### config.mk
export PLATFORM = sky130hd
export DESIGN_NAME = game_state_ctrl
export DESIGN_NICKNAME = d
export VERILOG_FILES = /design/src/rtl/vga_pkg.sv /design/src/rtl/game_tick_gen.sv /design/src/rtl/game_state_ctrl.sv
export SDC_FILE = /design/constraint.sdc
export NUM_CORES = 1
export LEC_CHECK = 0
export BUFFER_PORTS_ARGS = -buffer_cell sky130_fd_sc_hd__buf_2
export CAP_MARGIN = 25
export CORE_MARGIN = 1.5
export CORE_UTILIZATION = 40
export DETAILED_ROUTE_END_ITERATION = 10
export PLACE_DENSITY = 0.68
export SLEW_MARGIN = 20
export SYNTH_ARGS = -nofsm -noshare
export SYNTH_HDL_FRONTEND = slang
export SYNTH_SLANG_ARGS = --single-unit
### constraint.sdc
create_clock -name clk -period 2.25 [get_ports clk]
set_input_delay 0.45 -clock clk [delete_from_list [all_inputs] [get_ports clk]]
set_output_delay 0.45 -clock clk [all_outputs]
set_load 0.05 [all_outputs]
### src/rtl/vga_pkg.sv
// Shared display geometry and the game-state encoding used by the
// sequencer, both pad controllers and the ball logic.
package vga_pkg;

    // Visible raster
    localparam int HOR_PIXELS = 1024;
    localparam int VER_PIXELS = 768;

    // Pad geometry and placement
    localparam int PAD_WIDTH  = 16;
    localparam int PAD_HEIGHT = 96;
    localparam int PAD_OFFSET = 32;
    localparam int PAD_STEP   = 4;

    // Game state bus; pads and ball sit at home position outside PLAY
    typedef enum logic [1:0] {
        START   = 2'b00,
        PLAY    = 2'b01,
        POINT   = 2'b10,
        ENDGAME = 2'b11
    } game_state_t;

endpackage : vga_pkg

### src/rtl/game_tick_gen.sv
// Free-running movement tick: one-cycle pulse every TICK_DIV clocks.
// The pulse is registered, so it appears in the cycle after the divider
// reaches its last count.
module game_tick_gen #(
    parameter int TICK_DIV = 650_000
) (
    input  logic clk,
    input  logic rst_n,
    output logic timing_tick
);

    localparam int CW = $clog2(TICK_DIV);
    localparam logic [CW-1:0] DIV_LAST = CW'(TICK_DIV - 1);

    logic [CW-1:0] r_div_cnt;
    logic          r_tick;
    logic          w_wrap;

    assign w_wrap      = (r_div_cnt == DIV_LAST);
    assign timing_tick = r_tick;

    // Divider counts up and wraps; the tick flop marks the wrap
    always_ff @(posedge clk or negedge rst_n) begin
        if (!rst_n) begin
            r_div_cnt <= '0;
            r_tick    <= 1'b0;
        end else begin
            r_tick    <= w_wrap;
            r_div_cnt <= w_wrap ? '0 : r_div_cnt + CW'(1);
        end
    end

endmodule : game_tick_gen

### src/rtl/game_state_ctrl.sv
// Pong game sequencer: owns the game state bus, the per-player scores,
// serve direction and winner, and the hold time between points.
//
//  state   | meaning
//  --------+-----------------------------------------------------------
//  START   | waiting for start press, scores cleared
//  PLAY    | rally in progress, miss pulses score a point
//  POINT   | pause of POINT_HOLD ticks before the next serve
//  ENDGAME | a player reached WIN_SCORE, waiting for start press
module game_state_ctrl
    import vga_pkg::*;
#(
    parameter int TICK_DIV   = 650_000,
    parameter int WIN_SCORE  = 9,
    parameter int POINT_HOLD = 100
) (
    input  logic       clk,
    input  logic       rst_n,
    input  logic       start_in,
    input  logic       miss_l,
    input  logic       miss_r,
    output logic [1:0] state,
    output logic       timing_tick,
    output logic [3:0] score_l,
    output logic [3:0] score_r,
    output logic       serve_dir,
    output logic       winner
);

    localparam int HOLD_W = $clog2(POINT_HOLD + 1);
    localparam logic [HOLD_W-1:0] HOLD_LAST = HOLD_W'(POINT_HOLD - 1);
    localparam logic [3:0] WIN = 4'(WIN_SCORE);

    game_state_t       r_state;
    game_state_t       w_state_nxt;
    logic [3:0]        r_score_l;
    logic [3:0]        r_score_r;
    logic [3:0]        w_score_l_nxt;
    logic [3:0]        w_score_r_nxt;
    logic [3:0]        w_score_l_inc;
    logic [3:0]        w_score_r_inc;
    logic              r_serve_dir;
    logic              w_serve_dir_nxt;
    logic              r_winner;
    logic              w_winner_nxt;
    logic [HOLD_W-1:0] r_hold_cnt;
    logic              r_start_s1;
    logic              r_start_s2;
    logic              r_start_s2_d;
    logic              w_start_rise;
    logic              w_tick;
    logic              r_miss_l_d;
    logic              r_miss_r_d;

    game_tick_gen #(
        .TICK_DIV (TICK_DIV)
    ) u_tick_gen (
        .clk         (clk),
        .rst_n       (rst_n),
        .timing_tick (w_tick)
    );

    assign w_start_rise  = r_start_s2 & ~r_start_s2_d;
    assign w_score_l_inc = r_score_l + 4'd1;
    assign w_score_r_inc = r_score_r + 4'd1;

    assign state       = r_state;
    assign timing_tick = w_tick;
    assign score_l     = r_score_l;
    assign score_r     = r_score_r;
    assign serve_dir   = r_serve_dir;
    assign winner      = r_winner;

    // Two-flop synchronizer on the raw button plus a delay flop for edge detect
    always_ff @(posedge clk or negedge rst_n) begin
        if (!rst_n) begin
            r_start_s1   <= 1'b0;
            r_start_s2   <= 1'b0;
            r_start_s2_d <= 1'b0;
        end else begin
            r_start_s1   <= start_in;
            r_start_s2   <= r_start_s1;
            r_start_s2_d <= r_start_s2;
        end
    end

    // State, scores, serve direction and winner registers
    always_ff @(posedge clk or negedge rst_n) begin
        if (!rst_n) begin
            r_state     <= START;
            r_score_l   <= 4'd0;
            r_score_r   <= 4'd0;
            r_serve_dir <= 1'b0;
            r_winner    <= 1'b0;
        end else begin
            r_state     <= w_state_nxt;
            r_score_l   <= w_score_l_nxt;
            r_score_r   <= w_score_r_nxt;
            r_serve_dir <= w_serve_dir_nxt;
            r_winner    <= w_winner_nxt;
        end
    end

    // Hold counter only runs in POINT, so it is already zero on entry
    always_ff @(posedge clk or negedge rst_n) begin
        if (!rst_n) begin
            r_hold_cnt <= '0;
        end else if (r_state != POINT) begin
            r_hold_cnt <= '0;
        end else if (w_tick) begin
            r_hold_cnt <= r_hold_cnt + HOLD_W'(1);
        end
    end

    // Next-state and score decisions
    always_comb begin
        w_state_nxt     = r_state;
        w_score_l_nxt   = r_score_l;
        w_score_r_nxt   = r_score_r;
        w_serve_dir_nxt = r_serve_dir;
        w_winner_nxt    = r_winner;
        case (r_state)
            START: begin
                if (w_start_rise) begin
                    w_state_nxt = PLAY;
                end
            end
            PLAY: begin
                if (miss_l && !miss_r) begin
                    w_score_r_nxt   = w_score_r_inc;
                    w_serve_dir_nxt = 1'b0;
                    if (w_score_r_inc == WIN) begin
                        w_state_nxt  = ENDGAME;
                        w_winner_nxt = 1'b1;
                    end else begin
                        w_state_nxt = POINT;
                    end
                end else if (miss_r && !miss_l) begin
                    w_score_l_nxt   = w_score_l_inc;
                    w_serve_dir_nxt = 1'b1;
                    if (w_score_l_inc == WIN) begin
                        w_state_nxt  = ENDGAME;
                        w_winner_nxt = 1'b0;
                    end else begin
                        w_state_nxt = POINT;
                    end
                end else if (miss_l && miss_r) begin
                    // Simultaneous misses are a replay: nobody scores
                    w_state_nxt = POINT;
                end
            end
            POINT: begin
                if (w_tick && (r_hold_cnt == HOLD_LAST)) begin
                    w_state_nxt = PLAY;
                end
            end
            ENDGAME: begin
                if (w_start_rise) begin
                    w_state_nxt     = START;
                    w_score_l_nxt   = 4'd0;
                    w_score_r_nxt   = 4'd0;
                    w_serve_dir_nxt = 1'b0;
                    w_winner_nxt    = 1'b0;
                end
            end
            default: begin
                w_state_nxt = START;
            end
        endcase
    end

    // Previous-cycle miss levels, only consumed by the pulse-width checks
    always_ff @(posedge clk or negedge rst_n) begin
        if (!rst_n) begin
            r_miss_l_d <= 1'b0;
            r_miss_r_d <= 1'b0;
        end else begin
            r_miss_l_d <= miss_l;
            r_miss_r_d <= miss_r;
        end
    end

    // Simulation checks on parameter ranges and miss pulse width
    always_ff @(posedge clk) begin
        if (rst_n) begin
            assert (WIN_SCORE >= 1 && WIN_SCORE <= 15)
                else $error("WIN_SCORE out of range 1..15");
            assert (TICK_DIV >= 2)
                else $error("TICK_DIV must be at least 2");
            assert (POINT_HOLD >= 1)
                else $error("POINT_HOLD must be at least 1");
            assert (!(miss_l && r_miss_l_d))
                else $warning("miss_l held longer than one cycle");
            assert (!(miss_r && r_miss_r_d))
                else $warning("miss_r held longer than one cycle");
        end
    end

endmodule : game_state_ctrl
Word level (Yosys, flattened, before mapping)
Index checks and enable logic that the tools add are counted.
Widths: inputs -> output; s select.
Storage, ports and cells
  bits in registers: 43
  latch bits: 0
  RAM bits: 0
  bits in read-only memories: 0
  bits of input ports: 5
  output and inout bits: 13
  memories: 0
Operators by class
  $add $sub $neg: 4
  $mul: 0
  div/mod/pow operators: 0
  order comparisons: 0
  equality and inequality tests: 18
  shifts and indexed selects: 0
  multiplexer cells: 27
  bitwise gates (word level): 2
  reduce and logical (&&, ||, !) cells: 14
Operator list (number)
  $add 20x1->20 const B: 1
  $eq 20x20->1 const B: 1
  $mux 20: 1
  $mux 4: 4
  $pmux 4 s2: 2
  $mux 7: 2
  $ne 2x2->1 const B: 7
  $mux 2: 6
  $mux 1: 9
  $ne 3x3->1 const B: 3
  $add 4x1->4 const B: 2
  $eq 4x4->1 const B: 2
  $pmux 2 s4: 1
  $reduce_and 4->1: 2
  $add 7x1->7 const B: 1
  $eq 7x7->1 const B: 1
  $reduce_and 3->1: 2
  $reduce_and 5->1: 1
  $eq 2x2->1 const B: 2
  $logic_and 1x1->1: 4
  $ne 4x4->1 const B: 1
  $pmux 1 s2: 2
  $reduce_bool 2->1: 2
  $eq 2x1->1 const B: 1
  other kinds (4): 5

Longest topological paths before layout
  word-level depth: 6
  depth in mapped cells: 7

By module
Synthesis repeated with hierarchy kept, for this count alone.
Unflattened totals
  cell total of the unflattened synthesis: 224
  area, all modules: 2223.4 sq um
Modules (own cells, without submodules)
  game_state_ctrl: instances 1, cells an instance 127, area an instance 1231.2 sq um, seq. area each 550.5 sq um
  game_tick_gen: instances 1, cells an instance 97, area an instance 992.2 sq um, seq. area each 525.5 sq um

Worst setup path before layout
OpenSTA, ideal clock, no wires.
  path type: flip-flop to flip-flop
  start point: register r_score_l[0], in the netlist score_l[0]
  end point: register r_winner, in the netlist winner
  arrival time: 1.676 ns
  setup slack: 0.506 ns
  stages on the path, launching flop included: 6
  period minus slack after synthesis: 1.744 ns
  cells stage by stage: dfrtp_1 inv_1 ha_1 and4b_1 a2111oi_0 a221o_1
Between the ends
  longest elaborated chain between the ends: 4
Ends and longest elaborated chain
  start, declared: RTL line game_state_ctrl.sv:36  | logic [3:0] r_score_l;
  start signal, assigned: RTL line game_state_ctrl.sv:97  | r_score_l <= w_score_l_nxt;
  $add 4x1->4: RTL line game_state_ctrl.sv:64  | assign w_score_l_inc = r_score_l + 4'd1;
  $eq 4x4->1: RTL line game_state_ctrl.sv:141  | if (w_score_l_inc == WIN) begin
  $ne 3x3->1 (no source line)
  $reduce_and 5->1 (no source line)
  end signal, assigned: RTL line game_state_ctrl.sv:100  | r_winner <= w_winner_nxt;
  end, declared: RTL line game_state_ctrl.sv:44  | logic r_winner;
No other way between the ends.
A chain may end at the register's enable or synchronous reset.

Worst setup path in the final report
  start point: register r_state[1], in the netlist state[1]
  end point: output port state[1]
RTL lines
  start, declared: RTL line game_state_ctrl.sv:34  | game_state_t r_state;
  start signal, assigned: RTL line game_state_ctrl.sv:96  | r_state <= w_state_nxt;
  end, declared: RTL line game_state_ctrl.sv:22  | output logic [1:0] state,
No word-level cell between the ends.

==> flow_summary.yaml <==
yosys:
  syn_area_per_cell_sq_um: 9.93
  synthDistinctLibCells: 51
  yosys_register_bits: 43
  synth_fp_nets: 245
  ys.flop_type: "dfrtp_1"
  async_flop_share_pct: 100
  synth_edf_count: 0
  synth_top_area_share_pct: 46.9
  syn_area_sq_um: 2290
  synth_most_common_cell: "dfrtp_1"
  ys_seq_area_share_pct: 46.9
  yosys-top-cells-area: "dfrtp_1, ha_1, xor2_1"
  syn_inst: 231
  synth_top_area_cell: "dfrtp_1"
  ys_warn_count: 0
  synthTopCellsByCount: "dfrtp_1, nand2_1, nor2_1, nand3_1, inv_1"
setup_path:
  reg2reg_depth: 5
  crit_path_max_fanout: 10
  critPathRequiredTime_ps: 1800
  critical_path_class: "reg -> out"
  critPathCaptureType: "primary output"
  worst-r2r-setup-slack_ps: 560
  start_kind: "flop"
  arrival_ps: 1270
  r2r_start: "u_tick_gen.r_div_cnt[0]"
  reg2reg_to: "u_tick_gen.r_div_cnt[14]"
flow_run:
  maxCapViolCount: 0
die:
  die_h_um: 78.7
  initial_utilization_pct: 41.7
  die_area_sq_um: 6200
  die_w_um: 78.7
  rows: 27
  pin_count: 18
  coreArea_sq_um: 5510
sta:
  max_freq_ghz: 0.580
  setup_viol: 0
  period_share_pct: 76.7
  slew_headroom_pct: 64.4
  fin_setup_tns_ps: 0
  rsz0062_at_grt: "no"
  worst_pin_slew_ps: 534
  finalHoldViolCount: 0
  skew_ps: 5.17
  slew_violations: 0
  period_needed_ps: 1720
cells_and_area:
  drive_above_1_share_pct: 13.3
  diodes: 0
  syn_to_final_growth_pct: 12.1
  layout.nets: 268
run_status:
  outcome: "finished clean"
route:
  drtAntennaViolNets: 0
  drc: 0
  detail_route.vias_per_cell: 5.29
  drt_iter0_drc: 113
  drt_wl_total_um: 4220
  num_vias: 1730
  wl_per_cell_um: 12.9
  drt_pass1_iterations: 4
power_and_ir_drop:
  vdd_drop_max_v: 0.000521
  finalPower_w: 0.00235
  power_density_nw_per_um2: 912
  p_leak_nw: 1.15
clocking:
  cts_resized: 0
  numCtsBuffers: 5
  clk_latency_ps: 280
  cts_setup_buffers: 0
  tritoncts: "built"
  path_clk_slew_ps: 80
  htreeDepth: 2
  hold_buffers: 0
  cts_sinks: 43
  ctsLongestPathBuffers: 2
  ctsRootBufferMaster: "clkbuf_8"
place:
  portBuffers: 17
  dp_hpwl_um: 2970
  gp_congestion: 0.828
global_routing:
  grt_pass1_vias: 1627
  antenna_found_initial: 0
  grt_max_degree: 44
  grt_use_total_pct: 14.8
  grt.overflow.total: 0
  grt_pass1_wl_um: 7330
min_path:
  hp-class: "in -> async"
[how the worst max path moves through the flow]
stage | from | to | slack (ps) | cells past startpoint
2_1_floorplan | score_l[0] | winner | 510 | 5
3_3_place_gp | miss_l | winner | 470 | 7
3_5_place_dp | miss_l | winner | 450 | 7
4_1_cts | state[1] | state[1] | 520 | 2
5_1_grt | u_tick_gen.r_div_cnt[0] | u_tick_gen.r_div_cnt[16] | 410 | 6
6_report | state[1] | state[1] | 530 | 2
[final cells by class]
cell class                      count  area, sq um
Inverter                           12         45.0
Timing Repair Buffer               21          115
Multi-Input combinational cell    171         1140
Fill cell                         518         2940
Clock buffer                        8          100
Tap cell                           72         90.1
Sequential cell                    43         1080
[logic make-up (layout without fill, tap and decap cells)]
group | count (synthesis) | in the layout | synth area share [%]
AO/OA/AOI/OAI | 41 | 41 | 12.0
XOR/XNOR | 20 | 20 | 7.63
adder cells (fa/ha/maj) | 9 | 9 | 4.91
buffers and inverters | 17 | 41 | 3.22
flip-flops | 43 | 43 | 46.9
multiplexers | 2 | 2 | 0.872
AND/OR/NAND/NOR | 99 | 99 | 24.5
[sequential cells by signal, summed over array words and instances, names as in the netlist]
name	count
winner	1
serve_dir	1
score_r	4
u_tick_gen.r_div_cnt	20
score_l	4
u_tick_gen.timing_tick	1
r_start_s2_d	1
r_start_s2	1
state	2
r_hold_cnt	7
r_start_s1	1
[layout by cell type, fill, tap and decap left out, types with 3 or more instances in the layout]
cell and n:
dfrtp_1 43, nand2_1 21, nor2_1 19, buf_2 17, nand3_1 13, inv_1 12, xor2_1 11, o21ai_0 10
xnor2_1 9, a21oi_1 9, ha_1 9, clkbuf_8 7, and3_1 6, nor2b_1 5, nor4_1 4, a22o_1 4
nor3b_1 4, buf_4 4, o31ai_1 3, nand4_1 3
[through the flow]
stage | std cells | utilization, % | hold slack [ps] | instance area, sq um | setup WS, ps
floorplan | 231 | - | 154 | 2290 | 506
global placement | 319 | 44.9 | 341 | 2470 | 466
detailed placement | 319 | 44.9 | 339 | 2470 | 454
CTS | 327 | 46.7 | 245 | 2570 | 525
global route | 327 | 46.7 | 253 | 2570 | 408
finish | 327 | 46.7 | 215 | 2570 | 525
[routing by layer]
| metal | GRT usage (%) | share of wire (%) | up-vias |
|---|---|---|---|
| li1 | - | - | 864 |
| met1 | 19.0 | 48 | 831 |
| met2 | 25.2 | 47 | 33 |
| met3 | 3.79 | 4.4 | 2 |
| met4 | 3.21 | 0.33 | 0 |
| met5 | 0 | 0 | - |
[power breakdown]
part	leakage [nW]	switching, W	internal [W]	total (W)
clock	0.0515	0.000243	0.000280	0.000523
combinational	0.546	0.000551	0.000264	0.000814
sequential	0.553	0.000152	0.000856	0.00101
[worst max-delay path, cell delays in order, from the launching register on]
cell and delay, ps:
dfrtp_1 500, buf_4 210, buf_2 270
No activity file was read; power rests on OpenSTA's default activity.
